==> src/rtl/seven_seg_scanner.sv <==
// Six-digit common-anode seven-segment scanner: snapshots a packed-BCD time once per
// frame and multiplexes it with leading-zero blanking and dash display for non-BCD nibbles.
module seven_seg_scanner #(
    parameter int         REFRESH_DIV = 50000,
    parameter logic [5:0] DP_MASK     = 6'b010100,
    parameter bit         BLANK_LZ    = 1'b1
) (
    input  logic        clk,
    input  logic        reset,
    input  logic [23:0] disp_time,
    input  logic        blank,
    output logic [5:0]  an,
    output logic [6:0]  seg,
    output logic        dp,
    output logic        frame_done
);

    localparam int            PW   = (REFRESH_DIV > 1) ? $clog2(REFRESH_DIV) : 1;
    localparam logic [PW-1:0] TERM = PW'(REFRESH_DIV - 1);
    localparam logic [7:0]    DPM  = {2'b00, DP_MASK};

    function automatic logic [6:0] f_decode(input logic [3:0] d);
        logic [6:0] s;
        case (d)
            4'd0:    s = 7'b1000000;
            4'd1:    s = 7'b1111001;
            4'd2:    s = 7'b0100100;
            4'd3:    s = 7'b0110000;
            4'd4:    s = 7'b0011001;
            4'd5:    s = 7'b0010010;
            4'd6:    s = 7'b0000010;
            4'd7:    s = 7'b1111000;
            4'd8:    s = 7'b0000000;
            4'd9:    s = 7'b0010000;
            default: s = 7'b0111111;
        endcase
        return s;
    endfunction

    logic [PW-1:0] r_presc_p0;
    logic [2:0]    r_idx_p0;
    logic [23:0]   r_snap_p0;
    logic          r_load_pend_p0;
    logic [5:0]    r_an_p1;
    logic [6:0]    r_seg_p1;
    logic          r_dp_p1;
    logic          r_fd_p1;

    logic          w_term;
    logic          w_wrap;
    logic [3:0]    w_digit;
    logic          w_lead;
    logic          w_dark;
    logic [5:0]    w_an;
    logic [6:0]    w_seg;
    logic          w_dp;

    // Stage p0 -> p1: decode the active digit of the held snapshot
    always_comb begin
        w_term  = (r_presc_p0 == TERM);
        w_wrap  = w_term && (r_idx_p0 == 3'd5);
        w_digit = r_snap_p0[{r_idx_p0, 2'b00} +: 4];
        // A digit is a leading zero when it and everything above it are zero
        w_lead  = BLANK_LZ && (r_idx_p0 != 3'd0) && ((r_snap_p0 >> {r_idx_p0, 2'b00}) == 24'd0);
        w_dark  = blank || w_lead || r_load_pend_p0;
        w_an    = 6'h3f;
        w_seg   = 7'h7f;
        w_dp    = 1'b1;
        if (!w_dark) begin
            w_an  = ~(6'd1 << r_idx_p0);
            w_seg = f_decode(w_digit);
            w_dp  = ~DPM[r_idx_p0];
        end
    end

    always_ff @(posedge clk) begin
        if (!reset) begin
            r_presc_p0     <= '0;
            r_idx_p0       <= 3'd0;
            r_snap_p0      <= 24'd0;
            r_load_pend_p0 <= 1'b1;
            r_an_p1        <= 6'h3f;
            r_seg_p1       <= 7'h7f;
            r_dp_p1        <= 1'b1;
            r_fd_p1        <= 1'b0;
        end else begin
            r_an_p1  <= w_an;
            r_seg_p1 <= w_seg;
            r_dp_p1  <= w_dp;
            // The first post-reset edge only loads; scanning starts on the next one
            if (r_load_pend_p0) begin
                r_snap_p0      <= disp_time;
                r_load_pend_p0 <= 1'b0;
                r_fd_p1        <= 1'b1;
            end else begin
                r_presc_p0 <= w_term ? '0 : r_presc_p0 + 1'b1;
                if (w_term) begin
                    r_idx_p0 <= (r_idx_p0 == 3'd5) ? 3'd0 : r_idx_p0 + 3'd1;
                end
                if (w_wrap) begin
                    r_snap_p0 <= disp_time;
                end
                r_fd_p1 <= w_wrap;
            end
        end
    end

    assign an         = r_an_p1;
    assign seg        = r_seg_p1;
    assign dp         = r_dp_p1;
    assign frame_done = r_fd_p1;

endmodule

==> config.mk <==
export PLATFORM = sky130hd
export DESIGN_NAME = seven_seg_scanner
export DESIGN_NICKNAME = d
export VERILOG_FILES = /design/src/rtl/seven_seg_scanner.sv
export SDC_FILE = /design/constraint.sdc
export NUM_CORES = 1
export LEC_CHECK = 0
export CAP_MARGIN = 5
export CORE_ASPECT_RATIO = 1.75
export CORE_MARGIN = 4
export CORE_UTILIZATION = 30
export CTS_CLUSTER_SIZE = 25
export DETAILED_ROUTE_END_ITERATION = 6
export HOLD_SLACK_MARGIN = 0.05
export PLACE_DENSITY = 0.48
export SLEW_MARGIN = 0
export SYNTH_ARGS = -nofsm -noshare
export SYNTH_HDL_FRONTEND = slang
export SYNTH_SLANG_ARGS = --single-unit
export TNS_END_PERCENT = 1
==> constraint.sdc <==
create_clock -name clk -period 5.4 [get_ports clk]
set_input_delay 1.62 -clock clk [delete_from_list [all_inputs] [get_ports clk]]
set_output_delay 1.62 -clock clk [all_outputs]
set_load 0.02 [all_outputs]
* Word-level counts from Yosys, hierarchy flattened
Memories as Yosys holds them, arrays and structs flattened. A register that Yosys moved wholly into a read port is not among the register bits.
Index checks and enable logic that the tools add are counted.
** Operators by class
- Add/subtract/negate cells :: 2
- $lt $le $gt $ge :: 1
- Eq/ne operators :: 2
- Shifts and indexed selects :: 3
- Multiplexer cells :: 9
- Bitwise logic cells :: 4
- Reduce and logical (&&, ||, !) cells :: 9
** Operator list (count)
- $mux W24 :: 2
- $logic_not A24 Y1 :: 1
- $shiftx A24 B6 Y4 :: 1
- $shr A24 B5 Y24 :: 1
- $add A16 B1 Y16 const B :: 1
- $eq A16 B16 Y1 const B :: 1
- $mux W16 :: 1
- $mux W3 :: 3
- $not A6 Y6 :: 1
- $shl A1 B3 Y6 const A :: 1
- $lt A3 B4 Y1 const B :: 1
- $add A3 B1 Y3 const B :: 1
- $eq A3 B3 Y1 const B :: 1
- $mux W1 :: 3
- $not A1 Y1 :: 3
- $reduce_bool A3 Y1 :: 1
- $logic_and A1 B1 Y1 :: 2
- $logic_or A1 B1 Y1 :: 2
- $reduce_and A2 Y1 :: 1
- $reduce_bool A2 Y1 :: 1
- $reduce_or A2 Y1 :: 1
** Word-level totals
- Flip-flop bits (word level) :: 52
- ROM bits :: 120
- Input port bits :: 27
- Output and inout bits :: 15
- Logic and storage cells :: 39
- Memories :: 2
** Memories
- (no name shown) :: words 16, width 7, read ports 1, clocked after memory_dff 1, wr ports 0, line 24 : case (d)
- (no name shown) :: words 8, width 1, read ports 1, clocked after memory_dff 1, wr ports 0, line 72 : w_dp = ~DPM[r_idx_p0];

* Logic depth before layout (Yosys ltp)
Gate-level depths: netlist (run 1).
- Word-level depth :: 6
- Mapped depth :: 10
- Depth with buffers taken out :: 8

* Worst setup path after synthesis (run 1)
No wires, ideal clock.
- Kind :: input-to-reg
- Start point :: in reset
- End point :: reg r_an_p1[1], in the netlist an[1]
- Library setup time :: 131 ps
- Arrival time :: 2615 ps
- Required time :: 5269 ps
- Setup slack :: 2654 ps
- Cell stages on the path :: 5
- Path buffers :: 1
- Cell sequence :: inv_1 or3_1 a311oi_1 buf_2 o211ai_1
** Between the ends
- Word-level cells in the longest chain between the ends :: 2
** Ends and longest elaborated chain
- start, declared :: line 9 : input logic reset,
- $not A1 Y1 (no source line)
- $reduce_or A2 Y1 (no source line)
- end signal, assigned :: line 87 : r_an_p1 <= w_an;
- end, declared :: line 44 : logic [5:0] r_an_p1;
No other way between the ends.
A chain may end at the register's enable or synchronous reset.

* Worst setup path after layout (run 1)
- Start point :: in reset
- End point :: reg r_seg_p1[2], in the netlist seg[2]
** Between the ends
- Word-level cells in the longest chain between the ends :: 2
** Ends and longest elaborated chain
- $not A1 Y1 (no source line)
- $reduce_or A2 Y1 (no source line)
- end, declared :: line 45 : logic [6:0] r_seg_p1;
No other way between the ends.

==> results.rst, run 1 <==
.. list-table::
   :header-rows: 1

   * - Metric
     - Value
   * - DPL Wire Length
     - 4870 um
   * - Number of nets in the layout
     - 369
   * - Type of the setup path with the least slack
     - in -> reg
   * - Async set-reset flop share out of synthesis
     - 0%
   * - Number of clock sinks
     - 60
   * - Arrival time reported for the critical path endpoint
     - 3.70 ns
   * - Pwr dens
     - 316 mW/mm^2
   * - Startpoint Class
     - input port
   * - Final estimated routing congestion in global placement
     - 0.826
   * - Total track usage
     - 13.1%
   * - Most frequently used flop master after synthesis
     - dfxtp_1
   * - Summed instance area of the synthesized netlist
     - 0.00280 mm^2
   * - Cell leakage power
     - 1.40 nW
   * - Initial DRC Count
     - 73
   * - Die outline height
     - 136 um
   * - FP Rows
     - 46
   * - Synthesized instance count
     - 294
   * - Synth Register Bits
     - 60
   * - Width of the die
     - 81 um
   * - Maximum number of buffers from clock root to sink
     - 2
   * - Final wirelength
     - 6470 um
   * - Clock buffers created by TritonCTS
     - 9
   * - Status
     - complete, no violations
   * - Area growth syn-to-layout
     - 28.8%
   * - Pin count of the biggest net entering global routing
     - 33
   * - Distinct cells, synth
     - 49
   * - Remaining global-route overflow
     - 0
   * - Reg-to-reg critical path startpoint
     - r_idx_p0[0]$_SDFFE_PN0N_
   * - Clk Latency, worst-skew pair
     - 0.33 ns
   * - M1 wire length
     - 2600 um
   * - Die area
     - 0.0110 mm^2
   * - Minimum clock period after layout
     - 3.53 ns
   * - Via count
     - 2197
   * - Max_slew headroom
     - 20.7%
   * - Min-Delay Path Class
     - reg -> reg
   * - Number of instances resized during post-cts repair
     - 0
   * - Tcrit/Tclk final
     - 65.4%
   * - Max Clk Rate
     - 283 MHz
   * - Max IR drop VDD
     - 0.166 mV
   * - Share of cells above drive strength 1
     - 8.55%
   * - Share of synthesized area occupied by flip-flops and latches
     - 42.9%
   * - Required time of the worst setup path
     - 5.57 ns
   * - Detailed route wirelength on metal3
     - 321 um
   * - Starting utilization of the core area
     - 30.8%
   * - Worst Clk Skew
     - 0.00740 ns
   * - Via count of the first global-routing pass
     - 2237
   * - Number of DRC violations after detailed routing
     - 0
   * - Number of enable-type register cells in the synthesized netlist
     - 0
   * - Wire length of the first global-routing pass
     - 10900 um
   * - Post-DP Area
     - 0.00331 mm^2
   * - Largest fanout of any net on the critical path
     - 32
   * - Kind of end point of the critical path
     - register
   * - Fill cell count
     - 949
   * - Cell taking the most area after synthesis
     - dfxtp_1
   * - Area share of the largest cell type after synthesis
     - 42.9%
   * - Cell area after layout
     - 0.00360 mm^2
   * - Detailed route wirelength on metal2
     - 3380 um
   * - Yosys warning count
     - 0
   * - Setup bufs post-CTS
     - 0
   * - Iteration count of the initial detailed-routing pass
     - 6
   * - Number of H-tree levels
     - 3
   * - Number of maximum-capacitance violations
     - 0
   * - Register area
     - 0.00120 mm^2
   * - TNS Setup
     - 0 ns
   * - Nets in the synthesized netlist
     - 327
   * - Final antenna-violating net count
     - 0
   * - Transition time at the pin with the least slew margin
     - 1.19 ns
   * - Highest layer used for signal routing
     - met4
   * - Hold Fails Final Rpt
     - 0
   * - Area of the placeable core
     - 0.00909 mm^2
   * - Unrepaired setup endpoints after global routing
     - false
   * - Number of antenna violations at the first check in global routing
     - 0
   * - Clock transition time at the flip-flop clock pins of the worst setup and hold paths
     - 0.04 ns
   * - I/O pin total
     - 42
   * - Cell at the root of the clock tree
     - clkbuf_16
   * - Number of slew-limit violations in the final report
     - 0
   * - Area of the multi-input gates
     - 0.00149 mm^2
   * - Via density per instance
     - 4.79
   * - Final setup viols
     - 0
   * - Routed wire per std cell
     - 14.1 um
   * - Main area contributors after synthesis
     - dfxtp_1 43%, mux2i_1 10%, nor2_1 7.0%, xnor2_1 3.1%, ha_1 2.7%
   * - Worst Setup SP
     - reset
   * - Post-CTS Hold Buffers
     - 0
   * - # diodes
     - 0
   * - Number of buffers inserted by port buffering
     - 41
   * - TritonCTS clock tree
     - yes
   * - Average cell area after synthesis
     - 9.52 um^2
cells in the final DEF, fill, tap and decap left out, drive strengths merged, types with 3 or more instances in the layout:
cell	count
clkbuf	12
ha	6
a22oi	3
xnor2	10
nand2	13
inv	7
nor2b	4
xor2	6
o22ai	7
nor3	6
buf	4
nor4	7
clkdlybuf4s50	41
o21ai	9
mux2i	29
and3	6
nor2	52
dfxtp	60
mux2	4
nand3	10
a21oi	6
mux4	3
nand2b	3
per-layer routing:
layer | up-vias | track usage [%]
met4 | 0 | 7.52
met1 | 1009 | 14.0
li1 | 1127 | -
met5 | - | 0
met2 | 47 | 22.5
met3 | 14 | 3.73
power by group:
part	internal, W	total [W]	switching (W)
Clock	0.000375	0.000560	0.000184
Combinational	0.0000565	0.000105	0.0000487
Sequential	0.000462	0.000475	0.0000134
sequential cells by signal (all words and copies together) (netlist names), named ones only:
register	flops
an	6
frame_done	1
seg	7
r_presc_p0	16
r_idx_p0	3
dp	1
r_load_pend_p0	1
r_snap_p0	24
cell families (layout without fill, tap and decap cells):
kind of cell	count (synthesis)	after routing	share of synthesized area, %
DFF	60	60	42.9
AOI/OAI and AO/OA	41	41	10.5
buffers and inverters	22	67	3.85
adders and majority gates	6	6	2.68
xor gates and xnor gates	16	16	5.01
and+or+nand+nor	113	113	20.6
muxes	36	36	14.4
synthesized netlist by cell type (2+ instances only):
| library cell | number |
|---|---|
| nor4_1 | 6 |
| nand2b_1 | 3 |
| o22ai_1 | 7 |
| nand3_1 | 10 |
| nor2b_1 | 4 |
| ha_1 | 6 |
| nor3b_1 | 2 |
| o211ai_1 | 2 |
| nor2_1 | 52 |
| o211a_1 | 2 |
| a21oi_1 | 6 |
| nor3_1 | 5 |
| mux4_2 | 3 |
| o21a_1 | 2 |
| dfxtp_1 | 60 |
| o21ai_1 | 5 |
| mux2i_1 | 29 |
| and3_1 | 6 |
| xnor2_1 | 10 |
| a22oi_1 | 3 |
| o21ai_0 | 4 |
| inv_1 | 7 |
| buf_6 | 2 |
| nand2_1 | 13 |
| clkbuf_1 | 4 |
| mux2_2 | 4 |
| buf_2 | 8 |
| nand4b_1 | 2 |
| o31ai_1 | 2 |
| xor2_1 | 6 |
metrics by stage:
step / power, W / instances / hold WS [ns] / util [%] / setup WS, ns
5_1_grt: 0.00118 / 459 / 0.393 / 39.6 / 1.70
3_5_place_dp: 0.000591 / 445 / 0.371 / 36.4 / 1.51
4_1_cts: 0.00116 / 459 / 0.382 / 39.6 / 1.86
2_1_floorplan: 0.000545 / 294 / 0.359 / - / 2.65
3_3_place_gp: 0.000590 / 445 / 0.370 / 36.4 / 1.57
6_report: 0.00114 / 459 / 0.378 / 39.6 / 1.87
path summary, 6_finish.rpt:
check | end | slack (ns) | depth (start not counted)
max reg2reg | seg[2]$_SDFF_PP1_ | 2.67 | 7
min | dp$_SDFF_PP1_ | 0.38 | 1
max | seg[2]$_SDFF_PP1_ | 1.87 | 6
min reg2reg | dp$_SDFF_PP1_ | 0.38 | 1
critical path: stages:
cell,delay (ns)
clkdlybuf4s50_1,0.47
inv_1,0.04
buf_4,0.23
or3_1,0.44
a21oi_1,0.68
o22ai_1,0.21
final cells by class:
cell class | count | share of cell area [%]
well taps | 120 | 4.17
inverters | 8 | 0.834
clock buffers | 12 | 7.12
repair buffers | 45 | 12.2
clock inverters | 2 | 0.973
flip-flops and latches | 60 | 33.3
multi-input cells | 212 | 41.3
Power figures use the tool's default switching activity.
==> run 2: changes to the inputs <==
PLACE_DENSITY = 0.5   (was 0.48)
clock period = 3.2 ns   (was 5.4 ns; I/O delays follow)
==> run 2 against run 1 <==
  * Total power is 62% higher
  * Final cell count is 0.65% higher
  * Clock skew is 0.0019 ns higher
  * First-iteration DRC count is 29% higher
  * Critical path depth is 2 higher
  * Combinational power is 70% higher
  * Non-clock buffer count is 2 higher
  * Utilization is 0.069 points lower
  * Register-to-register slack worse by 1.9 ns
  * Cell area is 0.17% lower
  * Sequential power is 69% higher
==> results.rst, run 2 (synthesis results as in run 1) <==
.. list-table::
   :header-rows: 1

   * - Metric
     - Value
   * - DPL Wire Length
     - 4980 um (+2.4%)
   * - Tcrit/Tclk final
     - 77.3%
   * - Via count
     - 2204 (+0.32%)
   * - Remaining global-route overflow
     - 0 (unchanged)
   * - Hold Path Depth
     - 1 (unchanged)
   * - Number of nets in the layout
     - 371 (+0.54%)
   * - Worst Reg-to-Reg Cells
     - 8 (+1)
   * - Maximum number of buffers from clock root to sink
     - 2 (unchanged)
   * - Final wirelength
     - 6490 um (+0.28%)
   * - Transition time at the pin with the least slew margin
     - 1.15 ns (-0.0348 ns)
   * - Share of cells above drive strength 1
     - 9.06% (+0.51 points)
   * - Max IR drop VDD
     - 0.293 mV (+76%)
   * - Required time of the worst setup path
     - 3.44 ns (-2.13 ns)
   * - Largest fanout of any net on the critical path
     - 23 (-28%)
   * - Tot Pwr
     - 0.00184 W (+62%)
   * - Clock buffers created by TritonCTS
     - 9 (unchanged)
   * - Min-Delay Path Class
     - reg -> reg
   * - Number of DRC violations after detailed routing
     - 0 (unchanged)
   * - Width of the die
     - 81 um (unchanged)
   * - Startpoint Class
     - register
   * - Switching power share of the total
     - 22.3% (+0.64 points)
   * - Routed wire per std cell
     - 14.0 um (-0.37%)
   * - Number of slew-limit violations in the final report
     - 0 (unchanged)
   * - Endpoint of the most critical register-to-register path
     - an[2]$_SDFF_PP1_
   * - Setup bufs post-CTS
     - 0 (unchanged)
   * - I/O pin total
     - 42 (unchanged)
   * - Cell leakage power
     - 1.40 nW (about the same)
   * - Max Clk Rate
     - 404 MHz
   * - Area of the multi-input gates
     - 0.00149 mm^2 (unchanged)
   * - Clk Latency, worst-skew pair
     - 0.32 ns (about the same)
   * - Iteration count of the initial detailed-routing pass
     - 4 (-2)
   * - Wire length of the first global-routing pass
     - 10600 um (-3.2%)
   * - Minimum clock period after layout
     - 2.47 ns
   * - Fill cell count
     - 1001 (+5.5%)
   * - # diodes
     - 0 (unchanged)
   * - Number of H-tree levels
     - 3 (unchanged)
   * - Number of maximum-capacitance violations
     - 0 (unchanged)
   * - Most frequent cells in the layout
     - 60 x dfxtp_1, 52 x nor2_1, 41 x clkdlybuf4s50_1
   * - TNS Setup
     - 0 ns (unchanged)
   * - Final antenna-violating net count
     - 0 (unchanged)
   * - Die outline height
     - 136 um (unchanged)
   * - Type of the setup path with the least slack
     - reg -> reg
   * - Hold Fails Final Rpt
     - 0 (unchanged)
   * - Area of the placeable core
     - 0.00909 mm^2 (unchanged)
   * - Number of antenna violations at the first check in global routing
     - 0 (unchanged)
   * - Top reg by flops
     - r_snap_p0
   * - Largest register FFs
     - 24 (unchanged)
   * - TritonCTS clock tree
     - yes
   * - Max_slew headroom
     - 23.0% (+2.3 points)
   * - Most frequent standard cell in the layout excluding fill and tap cells
     - dfxtp_1
   * - Cell at the root of the clock tree
     - clkbuf_16
   * - Worst Clk Skew
     - 0.00928 ns (+0.00187 ns)
   * - Min-Delay Endpoint
     - dp$_SDFF_PP1_
   * - Reg-to-reg critical path startpoint
     - r_idx_p0[0]$_SDFFE_PN0N_
   * - Register area
     - 0.00120 mm^2 (unchanged)
   * - Number of instances resized during post-cts repair
     - 0 (unchanged)
   * - Kind of end point of the critical path
     - register
   * - FP Rows
     - 46 (unchanged)
   * - Pint
     - 0.00143 W (+60%)
   * - Unrepaired setup endpoints after global routing
     - false
   * - Via density per instance
     - 4.77 (-0.33%)
   * - Final estimated routing congestion in global placement
     - 0.838 (+1.4%)
   * - Initial DRC Count
     - 94 (+29%)
   * - Status
     - complete, no violations
   * - Combinational group share of total power
     - 9.7% (+0.5 points)
   * - Clock transition time at the flip-flop clock pins of the worst setup and hold paths
     - 0.05 ns (about the same)
   * - Post-CTS Hold Buffers
     - 0 (unchanged)
   * - Arrival time reported for the critical path endpoint
     - 2.71 ns (-0.99 ns)
   * - Part of the total power dissipated in the clock network
     - 46.8% (-2.3 points)
   * - Total track usage
     - 12.8% (-0.34 points)
   * - Starting utilization of the core area
     - 30.8% (unchanged)
   * - Pin count of the biggest net entering global routing
     - 32 (-3.0%)
   * - Switching power
     - 0.000410 W (+67%)
   * - Seq pwr share
     - 43.5% (+1.8 points)
   * - Via count of the first global-routing pass
     - 2167 (-3.1%)
   * - Pwr dens
     - 513 mW/mm^2 (+62%)
   * - Number of clock sinks
     - 60 (unchanged)
   * - Number of buffers inserted by port buffering
     - 41 (unchanged)
   * - Area growth syn-to-layout
     - 28.5%
   * - Die area
     - 0.0110 mm^2 (unchanged)
   * - Final setup viols
     - 0 (unchanged)
   * - Worst R2R Setup Slack
     - 0.73 ns (-1.94 ns)
## run 2: how the worst max path moves through the flow
stage               cells after the start                end                startpoint
detailed placement                      6   an[2]$_SDFF_PP1_                     reset
global placement                        6   an[1]$_SDFF_PP1_                     reset
floorplan                               9  seg[0]$_SDFF_PP1_  r_idx_p0[0]$_SDFFE_PN0N_
global route                            7   an[5]$_SDFF_PP1_  r_idx_p0[2]$_SDFFE_PN0N_
CTS                                     8   an[2]$_SDFF_PP1_  r_idx_p0[0]$_SDFFE_PN0N_
finish                                  8   an[2]$_SDFF_PP1_  r_idx_p0[0]$_SDFFE_PN0N_
## run 2: worst max-delay path: stages (launching register included)
cell and delay (ns):
dfxtp_1 0.44, buf_4 0.33, mux2_2 0.38, a22oi_1 0.33, ha_1 0.30, o211a_1 0.18
a21oi_1 0.06, buf_4 0.18, o21ai_0 0.18
## run 2: layer usage
metal / track usage, % / part of all wire [%] / up-vias
li1: - / - / 1135
met1: 13.4 / 39 / 1008
met2: 22.1 / 54 / 45
met3: 3.06 / 4.2 / 16
met4: 8.08 / 3.1 / 0
met5: 0 / 0 / -
## run 2: final cells by class
type | count | area share, %
clock buffers | 13 | 7.24
clock inverters | 2 | 0.278
inverters | 8 | 0.835
multi-input cells | 212 | 41.4
flip-flops and latches | 60 | 33.4
well taps | 120 | 4.18
repair buffers | 47 | 12.7
## run 2: power by group through the flow
stage                     Clock [W]  Combinational [W]  Sequential (W)
after floorplan                   0           0.000102        0.000818
after global placement            0           0.000180        0.000818
after detailed placement          0           0.000181        0.000818
after CTS                  0.000885           0.000182        0.000803
after global routing       0.000919           0.000196        0.000806
final                      0.000862           0.000179        0.000802
## run 2: through the flow
step	cells	utilization, %	worst slack, ns	cell area [um^2]	hold WS (ns)
after floorplan	294	-	0.965	2800	0.359
after global placement	447	36.6	0.586	3330	0.369
after detailed placement	447	36.6	0.512	3330	0.374
after CTS	462	39.5	0.687	3600	0.385
after global routing	462	39.5	0.542	3600	0.410
final	462	39.5	0.727	3600	0.383
==> run 3: changes to the inputs <==
PLACE_DENSITY = 0.48   (was 0.5)
clock period = 2.5 ns   (was 3.2 ns; I/O delays follow)
==> run 3 against run 2 <==
  * Combinational power up 30%
  * Critical endpoint is now seg[3]$_SDFF_PP1_
  * Via count increased by 2.0%
  * Fmax is 11% higher
  * Count of clock-buffer cells in the layout down 2
  * Largest power group unchanged
  * Largest cell class unchanged
  * Critical path depth down 2
  * Die area unchanged
  * Global-route usage increased by 0.095 points
  * Utilization grew 0.63 points
==> results.rst, run 3 (synthesis results as in run 1) <==
.. list-table::
   :header-rows: 1

   * - Metric
     - Value
   * - Status
     - complete, no violations
   * - Number of instances resized during post-cts repair
     - 0 (unchanged)
   * - Number of clock sinks
     - 60 (unchanged)
   * - Most frequent cells in the layout
     - 60 x dfxtp_1, 52 x nor2_1, 41 x clkdlybuf4s50_1
   * - Tcrit/Tclk final
     - 89.1% (+12 points)
   * - # diodes
     - 0 (unchanged)
   * - Final estimated routing congestion in global placement
     - 0.826 (-1.4%)
   * - Worst slack at placement
     - 0.0429 ns (-0.469 ns)
   * - Maximum number of buffers from clock root to sink
     - 2 (unchanged)
   * - Required time of the worst setup path
     - 2.70 ns (-0.74 ns)
   * - Area growth syn-to-layout
     - 30.6%
   * - Number of DRC violations after detailed routing
     - 0 (unchanged)
   * - Hold Fails Final Rpt
     - 0 (unchanged)
   * - Largest fanout of any net on the critical path
     - 23 (unchanged)
   * - Most frequent standard cell in the layout excluding fill and tap cells
     - dfxtp_1
   * - Tot Pwr
     - 0.00235 W (+27%)
   * - Initial DRC Count
     - 58 (-38%)
   * - Register area
     - 0.00120 mm^2 (unchanged)
   * - Arrival time reported for the critical path endpoint
     - 2.42 ns (-0.29 ns)
   * - Number of maximum-capacitance violations
     - 0 (unchanged)
   * - DPL Wire Length
     - 4970 um (-0.32%)
   * - Share of cells above drive strength 1
     - 11.2% (+2.1 points)
   * - Die outline height
     - 136 um (unchanged)
   * - Hold Path Depth
     - 1 (unchanged)
   * - Fill cell count
     - 977 (-2.4%)
   * - Number of buffers inserted by port buffering
     - 41 (unchanged)
   * - Number of antenna violations at the first check in global routing
     - 0 (unchanged)
   * - PnR worst setup slack
     - 0.272 ns (-0.455 ns)
   * - Iteration count of the initial detailed-routing pass
     - 4 (unchanged)
   * - Wire length of the first global-routing pass
     - 10800 um (+2.0%)
   * - Max Clk Rate
     - 449 MHz (+11%)
   * - Cell at the root of the clock tree
     - clkbuf_16
   * - Transition time at the pin with the least slew margin
     - 0.673 ns (-0.478 ns)
   * - I/O pin total
     - 42 (unchanged)
   * - Number of slew-limit violations in the final report
     - 0 (unchanged)
   * - Area of the multi-input gates
     - 0.00149 mm^2 (unchanged)
   * - Remaining global-route overflow
     - 0 (unchanged)
   * - Number of nets in the layout
     - 377 (+1.6%)
   * - Post-CTS Hold Buffers
     - 0 (unchanged)
   * - Starting utilization of the core area
     - 30.8% (unchanged)
   * - Startpoint Class
     - register
   * - Cell leakage power
     - 1.44 nW (+2.2%)
   * - Via count
     - 2248 (+2.0%)
   * - Type of the setup path with the least slack
     - reg -> reg
   * - FP Rows
     - 46 (unchanged)
   * - Kind of end point of the critical path
     - register
   * - Finished Layout Cells
     - 469 (+1.5%)
   * - Clock transition time at the flip-flop clock pins of the worst setup and hold paths
     - 0.05 ns (about the same)
   * - Clock buffers created by TritonCTS
     - 9 (unchanged)
   * - Unrepaired setup endpoints after global routing
     - false
   * - Max IR drop VDD
     - 0.330 mV (+12%)
   * - Pwr dens
     - 642 mW/mm^2 (+25%)
   * - Top reg by flops
     - r_snap_p0
   * - DP Cell Count
     - 453 (+1.3%)
   * - Width of the die
     - 81 um (unchanged)
   * - Worst Clk Skew
     - 0.00555 ns (-0.00373 ns)
   * - Total track usage
     - 12.9% (+0.095 points)
   * - Clk Latency, worst-skew pair
     - 0.32 ns (about the same)
   * - Min-Delay Path Class
     - reg -> reg
   * - Die area
     - 0.0110 mm^2 (unchanged)
   * - Pin count of the biggest net entering global routing
     - 32 (unchanged)
   * - Worst Reg-to-Reg Cells
     - 6 (-2)
   * - Final setup viols
     - 0 (unchanged)
   * - Number of H-tree levels
     - 3 (unchanged)
   * - Largest register FFs
     - 24 (unchanged)
   * - Max_slew headroom
     - 54.7% (+32 points)
   * - Final antenna-violating net count
     - 0 (unchanged)
   * - Routed wire per std cell
     - 13.9 um (-1.3%)
   * - TritonCTS clock tree
     - yes
   * - Final wirelength
     - 6500 um (+0.15%)
   * - Reg-to-reg critical path startpoint
     - r_idx_p0[0]$_SDFFE_PN0N_
   * - Area of the placeable core
     - 0.00909 mm^2 (unchanged)
   * - Minimum clock period after layout
     - 2.23 ns (-0.245 ns)
   * - Setup bufs post-CTS
     - 0 (unchanged)
   * - Worst Setup SP
     - r_idx_p0[0]$_SDFFE_PN0N_
   * - Via count of the first global-routing pass
     - 2239 (+3.3%)
   * - TNS Setup
     - 0 ns (unchanged)
   * - Via density per instance
     - 4.79 (+0.47%)
-- run 3: metal layers --
layer / wire length, um / vias up / track usage (%) / share of wire [%]
li1: - / 1151 / - / -
met1: 2620 / 1042 / 14.0 / 40
met2: 3410 / 41 / 22.1 / 53
met3: 269 / 14 / 3.60 / 4.1
met4: 191 / 0 / 6.67 / 2.9
met5: 0 / - / 0 / 0
-- run 3: critical path, cell delays in order (launching register included) --
cell and delay [ns]:
dfxtp_1 0.43, buf_12 0.20, mux4_2 0.55, a22oi_1 0.51, nand2b_1 0.10, a21oi_1 0.20, o22ai_1 0.11
-- run 3: area by class of cell --
class	count	area share, %
Clock inverter	5	0.753
Multi-Input combinational cell	212	40.8
Tap cell	120	4.11
Inverter	8	0.822
Timing Repair Buffer	53	14.0
Clock buffer	11	6.64
Sequential cell	60	32.9
-- run 3: through the flow --
stage               cell area (um^2)  hold WS, ns  utilization (%)
global placement                3380        0.367             37.2
finish                          3650        0.376             40.2
floorplan                       2800        0.359                -
global route                    3650        0.383             40.2
CTS                             3650        0.378             40.2
detailed placement              3380        0.366             37.2
-- run 3: worst paths after layout --
check | end | slack (ns)
max | seg[3]$_SDFF_PP1_ | 0.27
min | dp$_SDFF_PP1_ | 0.38
max reg2reg | seg[3]$_SDFF_PP1_ | 0.27
min reg2reg | dp$_SDFF_PP1_ | 0.38
-- run 3: where the power goes --
| group | internal [W] | total, W | switching, W |
|---|---|---|---|
| registers | 0.000997 | 0.00103 | 0.0000292 |
| clock network | 0.000688 | 0.00109 | 0.000399 |
| logic | 0.000127 | 0.000233 | 0.000107 |
